$ cat config.mk
export PLATFORM = sky130hd
export DESIGN_NAME = hi_lo_muldiv_sequencer
export DESIGN_NICKNAME = d
export VERILOG_FILES = /design/src/rtl/mips_pkg.sv /design/src/rtl/muldiv_iter_step.sv /design/src/rtl/hi_lo_muldiv_sequencer.sv
export SDC_FILE = /design/constraint.sdc
export NUM_CORES = 1
export LEC_CHECK = 0
export BUFFER_PORTS_ARGS = -buffer_cell sky130_fd_sc_hd__buf_2
export CAP_MARGIN = 15
export CORE_MARGIN = 10
export CORE_UTILIZATION = 60
export CTS_CLUSTER_DIAMETER = 120
export DETAILED_ROUTE_END_ITERATION = 12
export PLACE_DENSITY = 0.84
export SETUP_SLACK_MARGIN = 0.02
export SYNTH_ARGS = -nofsm -noshare
export SYNTH_HDL_FRONTEND = slang
export SYNTH_SLANG_ARGS = --single-unit
$ cat constraint.sdc
create_clock -name clk -period 6.3 [get_ports clk]
set_clock_uncertainty 0.2 [all_clocks]
set_input_delay 0.945 -clock clk [delete_from_list [all_inputs] [get_ports clk]]
set_output_delay 0.945 -clock clk [all_outputs]
set_load 0.02 [all_outputs]
$ cat src/rtl/mips_pkg.sv
// Shared MIPS definitions: the HI/LO-class funct codes and the state
// encoding of the multiply/divide sequencer.
package mips_pkg;

  localparam logic [5:0] FUNCT_MFHI  = 6'b010000;
  localparam logic [5:0] FUNCT_MTHI  = 6'b010001;
  localparam logic [5:0] FUNCT_MFLO  = 6'b010010;
  localparam logic [5:0] FUNCT_MTLO  = 6'b010011;
  localparam logic [5:0] FUNCT_MULT  = 6'b011000;
  localparam logic [5:0] FUNCT_MULTU = 6'b011001;
  localparam logic [5:0] FUNCT_DIV   = 6'b011010;
  localparam logic [5:0] FUNCT_DIVU  = 6'b011011;

  typedef enum logic [1:0] {
    IDLE  = 2'd0,
    MUL   = 2'd1,
    DIV   = 2'd2,
    FIXUP = 2'd3
  } muldiv_state_t;

endpackage

$ cat src/rtl/muldiv_iter_step.sv
// One combinational iteration of the sequencer datapath.
// The 2*WIDTH accumulator is shared by both operations:
//   multiply: {partial_product, remaining_multiplier_bits}; add opnd when
//             the current LSB is set, then shift right by one.
//   divide:   {partial_remainder, dividend_bits -> quotient_bits}; shift
//             left by one, trial-subtract opnd, keep the result if it did
//             not go negative and shift the quotient bit in at the bottom.
module muldiv_iter_step #(
  parameter int WIDTH = 32
) (
  input  logic                 is_div,
  input  logic [2*WIDTH-1:0]   acc,
  input  logic [WIDTH-1:0]     opnd,
  output logic [2*WIDTH-1:0]   acc_next
);

  logic [WIDTH-1:0] addend;
  logic [WIDTH:0]   mul_sum;
  logic [WIDTH:0]   rem_sh;
  logic [WIDTH:0]   rem_diff;

  // Shift-add and restore-subtract are both evaluated; is_div picks one.
  always_comb begin
    addend   = acc[0] ? opnd : '0;
    mul_sum  = {1'b0, acc[2*WIDTH-1:WIDTH]} + {1'b0, addend};
    // The partial remainder is always below the divisor, so after the
    // shift it fits in WIDTH+1 bits and bit WIDTH of the difference is a
    // reliable borrow flag.
    rem_sh   = {acc[2*WIDTH-1:WIDTH], acc[WIDTH-1]};
    rem_diff = rem_sh - {1'b0, opnd};
    acc_next = {mul_sum, acc[WIDTH-1:1]};
    if (is_div) begin
      if (!rem_diff[WIDTH]) begin
        acc_next = {rem_diff[WIDTH-1:0], acc[WIDTH-2:0], 1'b1};
      end else begin
        acc_next = {rem_sh[WIDTH-1:0], acc[WIDTH-2:0], 1'b0};
      end
    end
  end

endmodule

$ cat src/rtl/hi_lo_muldiv_sequencer.sv
// HI/LO owner and multi-cycle MULT/MULTU/DIV/DIVU sequencer beside the EX
// ALU. Operates on magnitudes for 32 cycles, applies signs in FIXUP and
// commits {hi,lo} at the end of FIXUP.
//
// Handshake: start is the "valid" of a HI/LO-class instruction in EX and
// !stall is its "ready". An instruction is consumed only on an edge where
// start=1 and the sequencer is IDLE; while busy, stall=start holds the
// pipeline so the same instruction is re-presented until the first IDLE
// cycle, where it is accepted and observes the committed hi/lo.
module hi_lo_muldiv_sequencer
  import mips_pkg::*;
#(
  parameter int WIDTH = 32,
  // Must equal WIDTH: one quotient/multiplier bit per iteration.
  parameter int ITERS = 32
) (
  input  logic                 clk,
  input  logic                 reset_n,
  input  logic                 start,
  input  logic [5:0]           funct,
  input  logic [WIDTH-1:0]     operand_a,
  input  logic [WIDTH-1:0]     operand_b,
  output logic                 stall,
  output logic                 busy,
  output logic                 done,
  output logic [WIDTH-1:0]     hi,
  output logic [WIDTH-1:0]     lo,
  output muldiv_state_t        state_dbg
);

  localparam int CNT_W = $clog2(ITERS);
  localparam logic [CNT_W-1:0] CNT_LAST = CNT_W'(ITERS - 1);

  muldiv_state_t       state;
  logic [CNT_W-1:0]    cnt;
  logic [2*WIDTH-1:0]  acc;
  logic [WIDTH-1:0]    opnd;
  logic                op_div;
  logic                neg_res;
  logic                neg_rem;
  logic                div_zero;

  logic                is_mul_op;
  logic                is_div_op;
  logic                is_signed;
  logic [WIDTH-1:0]    a_mag;
  logic [WIDTH-1:0]    b_mag;
  logic                res_sign;
  logic [2*WIDTH-1:0]  step_acc;
  logic [2*WIDTH-1:0]  prod_fix;
  logic [WIDTH-1:0]    quot_fix;
  logic [WIDTH-1:0]    rem_fix;

  // Decode the incoming funct and form operand magnitudes for acceptance.
  always_comb begin
    is_mul_op = (funct == FUNCT_MULT) || (funct == FUNCT_MULTU);
    is_div_op = (funct == FUNCT_DIV)  || (funct == FUNCT_DIVU);
    is_signed = (funct == FUNCT_MULT) || (funct == FUNCT_DIV);
    // -0x80000000 wraps to 0x80000000, which is the correct unsigned magnitude.
    a_mag     = (is_signed && operand_a[WIDTH-1]) ? -operand_a : operand_a;
    b_mag     = (is_signed && operand_b[WIDTH-1]) ? -operand_b : operand_b;
    res_sign  = is_signed && (operand_a[WIDTH-1] ^ operand_b[WIDTH-1]);
  end

  muldiv_iter_step #(
    .WIDTH (WIDTH)
  ) u_step (
    .is_div   (op_div),
    .acc      (acc),
    .opnd     (opnd),
    .acc_next (step_acc)
  );

  // Sign restoration applied to the finished magnitude result in FIXUP.
  always_comb begin
    prod_fix = neg_res ? -acc : acc;
    quot_fix = neg_res ? -acc[WIDTH-1:0] : acc[WIDTH-1:0];
    rem_fix  = neg_rem ? -acc[2*WIDTH-1:WIDTH] : acc[2*WIDTH-1:WIDTH];
  end

  // Pipeline hold: any HI/LO-class instruction in EX while an op is in flight.
  always_comb begin
    stall     = busy & start;
    state_dbg = state;
  end

  // Sequencer FSM plus HI/LO, operand and accumulator registers.
  always_ff @(posedge clk or negedge reset_n) begin
    if (!reset_n) begin
      state    <= IDLE;
      cnt      <= '0;
      acc      <= '0;
      opnd     <= '0;
      op_div   <= 1'b0;
      neg_res  <= 1'b0;
      neg_rem  <= 1'b0;
      div_zero <= 1'b0;
      hi       <= '0;
      lo       <= '0;
      busy     <= 1'b0;
      done     <= 1'b0;
    end else begin
      done <= 1'b0;
      case (state)
        IDLE: begin
          if (start) begin
            if (is_mul_op) begin
              acc      <= {{WIDTH{1'b0}}, b_mag};
              opnd     <= a_mag;
              neg_res  <= res_sign;
              neg_rem  <= 1'b0;
              op_div   <= 1'b0;
              div_zero <= 1'b0;
              cnt      <= '0;
              busy     <= 1'b1;
              state    <= MUL;
            end else if (is_div_op) begin
              op_div <= 1'b1;
              busy   <= 1'b1;
              if (operand_b == '0) begin
                // No iterations; FIXUP pulses done but leaves hi/lo alone.
                div_zero <= 1'b1;
                done     <= 1'b1;
                state    <= FIXUP;
              end else begin
                acc      <= {{WIDTH{1'b0}}, a_mag};
                opnd     <= b_mag;
                neg_res  <= res_sign;
                neg_rem  <= is_signed && operand_a[WIDTH-1];
                div_zero <= 1'b0;
                cnt      <= '0;
                state    <= DIV;
              end
            end else if (funct == FUNCT_MTHI) begin
              hi <= operand_a;
            end else if (funct == FUNCT_MTLO) begin
              lo <= operand_a;
            end
          end
        end
        MUL, DIV: begin
          acc <= step_acc;
          cnt <= cnt + 1'b1;
          if (cnt == CNT_LAST) begin
            done  <= 1'b1;
            state <= FIXUP;
          end
        end
        FIXUP: begin
          if (!div_zero) begin
            if (op_div) begin
              hi <= rem_fix;
              lo <= quot_fix;
            end else begin
              {hi, lo} <= prod_fix;
            end
          end
          busy  <= 1'b0;
          state <= IDLE;
        end
        default: begin
          busy  <= 1'b0;
          state <= IDLE;
        end
      endcase
    end
  end

endmodule

==> impl_metrics.yaml <==
outcome:
  outcome: "finished, final reports clean"
clock_tree:
  postCtsSetupBuffers: 0
  cts_buffers: 17
  cts_resized: 0
  cts_tree: "done"
  clock_latency_ns: 0.44
  hold_buffers: 0
  cts_root_buf: "clkbuf_16"
  clk_pin_slew_ns: 0.09
  htree_levels: 4
  numClockSinks: 173
  clockBufferDepth: 2
floorplanning:
  core_area_mm2: 0.02511
  fp.dieW_um: 179.3
  row_count: 58
  start_util: 0.6067
  die-area_mm2: 0.03216
  io_pins: 142
  die_h_um: 179.3
setup_path:
  critPathMaxFanout: 20
  crit-reg2reg-launch: "acc[0]$_DFFE_PN0P_"
  cp-end-kind: "flip-flop"
  slowest_stage: "o21ai_0"
  cp-start-kind: "flip-flop"
  path_cells: "inv_1, buf_4, nor2_1, ha_1, a21oi_1, o21ai_0, buf_4, o2111a_1, o21ai_0, o31ai_1, a21o_1, a21oi_1, xnor2_1, a221o_1"
  cp_slowest_stage_delay_ns: 0.58
  crit_type: "reg -> reg"
  cp_data_arrival_time_ns: 4.57
  required_ns: 6.43
  critPathLaunch: "acc[0]$_DFFE_PN0P_"
route:
  first_iter_violations: 2423
  num_vias: 15888
  first_pass_iters: 5
  totalWireLength_mm: 55.94
  viasPerCell: 6.656
  drc_errors: 0
  wl_per_cell_um: 23.44
  postRouteAntennaNets: 0
timing:
  setup_viol: 0
  tns_ns: 0
  slew_headroom: 0.1774
  whs_ns: 0.1900
  final_hold_viol_count: 0
  clock.fmax_ghz: 0.2255
  drv_slew: 0
  finalCriticalPeriod_ns: 4.435
  worstMarginPinSlew_ns: 1.218
  fin_crit_sh: 0.7040
  rsz0062_at_grt: "no"
power_and_ir_drop:
  clkPwrFrac: 0.113
  power_frac_comb: 0.654
  switching_share: 0.5470
  power_leakage_nw: 7.481
  internal_power_mw: 4.396
  power_density_mw_per_mm2: 579.0
  vdd_drop_max_mv: 0.6566
  p_switching_mw: 5.309
  p_seq_frac: 0.232
synth:
  synth_edf_count: 0
  synth.distinct_cells: 69
  syn-num-nets: 2114
  seq_area_frac_synth: 0.2842
  syn_area_mm2: 0.01523
  synth.avg_cell_area_um2: 7.745
  ys_ff_latch: 173
  yosysWarnings: 0
  synthArstFlopShare: 1.000
  yosys_most_used_dff: "dfrtp_1"
  netlist_instances: 1967
global_route:
  grt_max_degree: 103
  first_global_vias: 14425
  grtUsageTotal: 0.3389
  grt-ovfl-total: 0
  antenna_found_initial: 5
  grt_pass1_wl_mm: 84.39
finish:
  syn_to_final_growth_pct: 10.03
  instances_no_fill: 2387
  nNetsFinal: 2186
  design_area_mm2: 0.01676
  final_common_cell: "nand2_1"
  drive_above_1_share: 0.1199
  fill_cells: 2184
  mostFrequentLayoutCells: "222 x nand2_1, 205 x nor2_1, 195 x a21oi_1, 180 x o21ai_0, 172 x dfrtp_1"
placement:
  gp_congestion: 1.055
  numPortBuffers: 141
  dp_cells: 2349
  dpl.hpwl_mm: 43.53
  dpl_cell_area_mm2: 0.01612
min_path:
  hp-class: "in -> async"
flow_run:
  drv_cap: 0
-- routing by layer --
layer,track usage,share of wire,vias to the layer above
met2,0.4908,0.41,1039
met3,0.08466,0.13,141
met4,0.1319,0.042,0
met5,0,0,-
li1,-,-,7251
met1,0.4767,0.42,7457
-- sequential cells by signal, indices dropped and copies added, names as in the netlist, 2 cells and up --
register,count
hi,32
lo,32
state_dbg,2
acc,64
opnd,32
cnt,5
-- critical path: cells and delay by family (launching register included) --
| kind | cells | cell delay [ns] |
|---|---|---|
| fa+ha+maj | 1 | 0.34 |
| compound gates | 8 | 2.04 |
| xor+xnor | 1 | 0.16 |
| simple gates | 1 | 0.09 |
| flops | 1 | 0.48 |
| buf+inv | 3 | 1.01 |
-- cell families after synthesis --
family / share of synthesized area
xor+xnor: 0.1012
mux: 0.04821
fa+ha+maj: 0.06176
buf+inv: 0.04345
simple gates: 0.1960
flops: 0.2842
compound gates: 0.2652
-- area by class of cell --
cell class | instances | area (um2) | share of cell area
antenna | 5 | 12.51 | 0.0007464
multi-input combinational | 1621 | 10280 | 0.6130
timing repair buffer | 161 | 874.6 | 0.05218
inverter | 65 | 244.0 | 0.01456
clock buffer | 17 | 425.4 | 0.02538
tap | 330 | 412.9 | 0.02463
sequential | 173 | 4330 | 0.2583
clock inverter | 15 | 186.4 | 0.01112
-- final timing paths --
kind	cells past startpoint	to	slack [ns]
max	14	acc[50]$_DFFE_PN0P_	1.87
min in group clk	1	lo[8]$_DFFE_PN0P_	0.28
max reg2reg	14	acc[50]$_DFFE_PN0P_	1.87
max in group asynchronous	2	op_div$_DFFE_PN0P_	4.29
min reg2reg	1	lo[8]$_DFFE_PN0P_	0.28
min	1	acc[7]$_DFFE_PN0P_	0.19
-- synthesized netlist by cell type, drive strengths merged, types with 3 or more instances --
master | instances | area share
nand3 | 29 | 0.0095
ha | 72 | 0.059
mux2 | 27 | 0.020
buf | 15 | 0.0045
nand2 | 226 | 0.056
nor3 | 30 | 0.010
xor2 | 85 | 0.049
mux2i | 43 | 0.028
or3 | 20 | 0.0082
nand2b | 17 | 0.0070
o21a | 10 | 0.0049
nor2b | 16 | 0.0066
a31oi | 27 | 0.011
and2 | 17 | 0.0070
a211oi | 53 | 0.026
a32oi | 3 | 0.0017
o211ai | 29 | 0.014
a21o | 48 | 0.024
clkbuf | 93 | 0.023
a22oi | 4 | 0.0020
o21bai | 11 | 0.0054
o41ai | 13 | 0.0087
a221o | 3 | 0.0020
inv | 65 | 0.016
xnor2 | 91 | 0.052
a21oi | 195 | 0.064
nand3b | 11 | 0.0054
nand4b | 5 | 0.0029
o311ai | 3 | 0.0017
nand4 | 8 | 0.0033
a22o | 5 | 0.0029
and3 | 11 | 0.0045
o2111ai | 4 | 0.0023
or4 | 15 | 0.0074
dfrtp | 173 | 0.28
o21ai | 180 | 0.059
o221ai | 16 | 0.0092
nor2 | 208 | 0.052
o31ai | 26 | 0.013
a221oi | 6 | 0.0039
nor4 | 18 | 0.0074
or2 | 11 | 0.0045
-- stage by stage --
step / setup WS [ns] / util / total power [mW]
floorplan: 2.346 / - / 6.556
detailed placement: 1.478 / 0.6419 / 8.345
CTS: 1.915 / 0.6663 / 9.449
finish: 1.865 / 0.6676 / 9.705
global route: 1.503 / 0.6676 / 10.25
global placement: 1.587 / 0.6419 / 8.203
-- power groups by stage --
stage | Sequential [mW] | Clock [mW] | Combinational, mW
5_1_grt | 2.29 | 1.14 | 6.82
3_3_place_gp | 2.20 | 0 | 6.00
2_1_floorplan | 2.23 | 0 | 4.33
3_5_place_dp | 2.23 | 0 | 6.11
6_report | 2.25 | 1.10 | 6.35
4_1_cts | 2.21 | 1.10 | 6.14
Power figures use the tool's default switching activity.
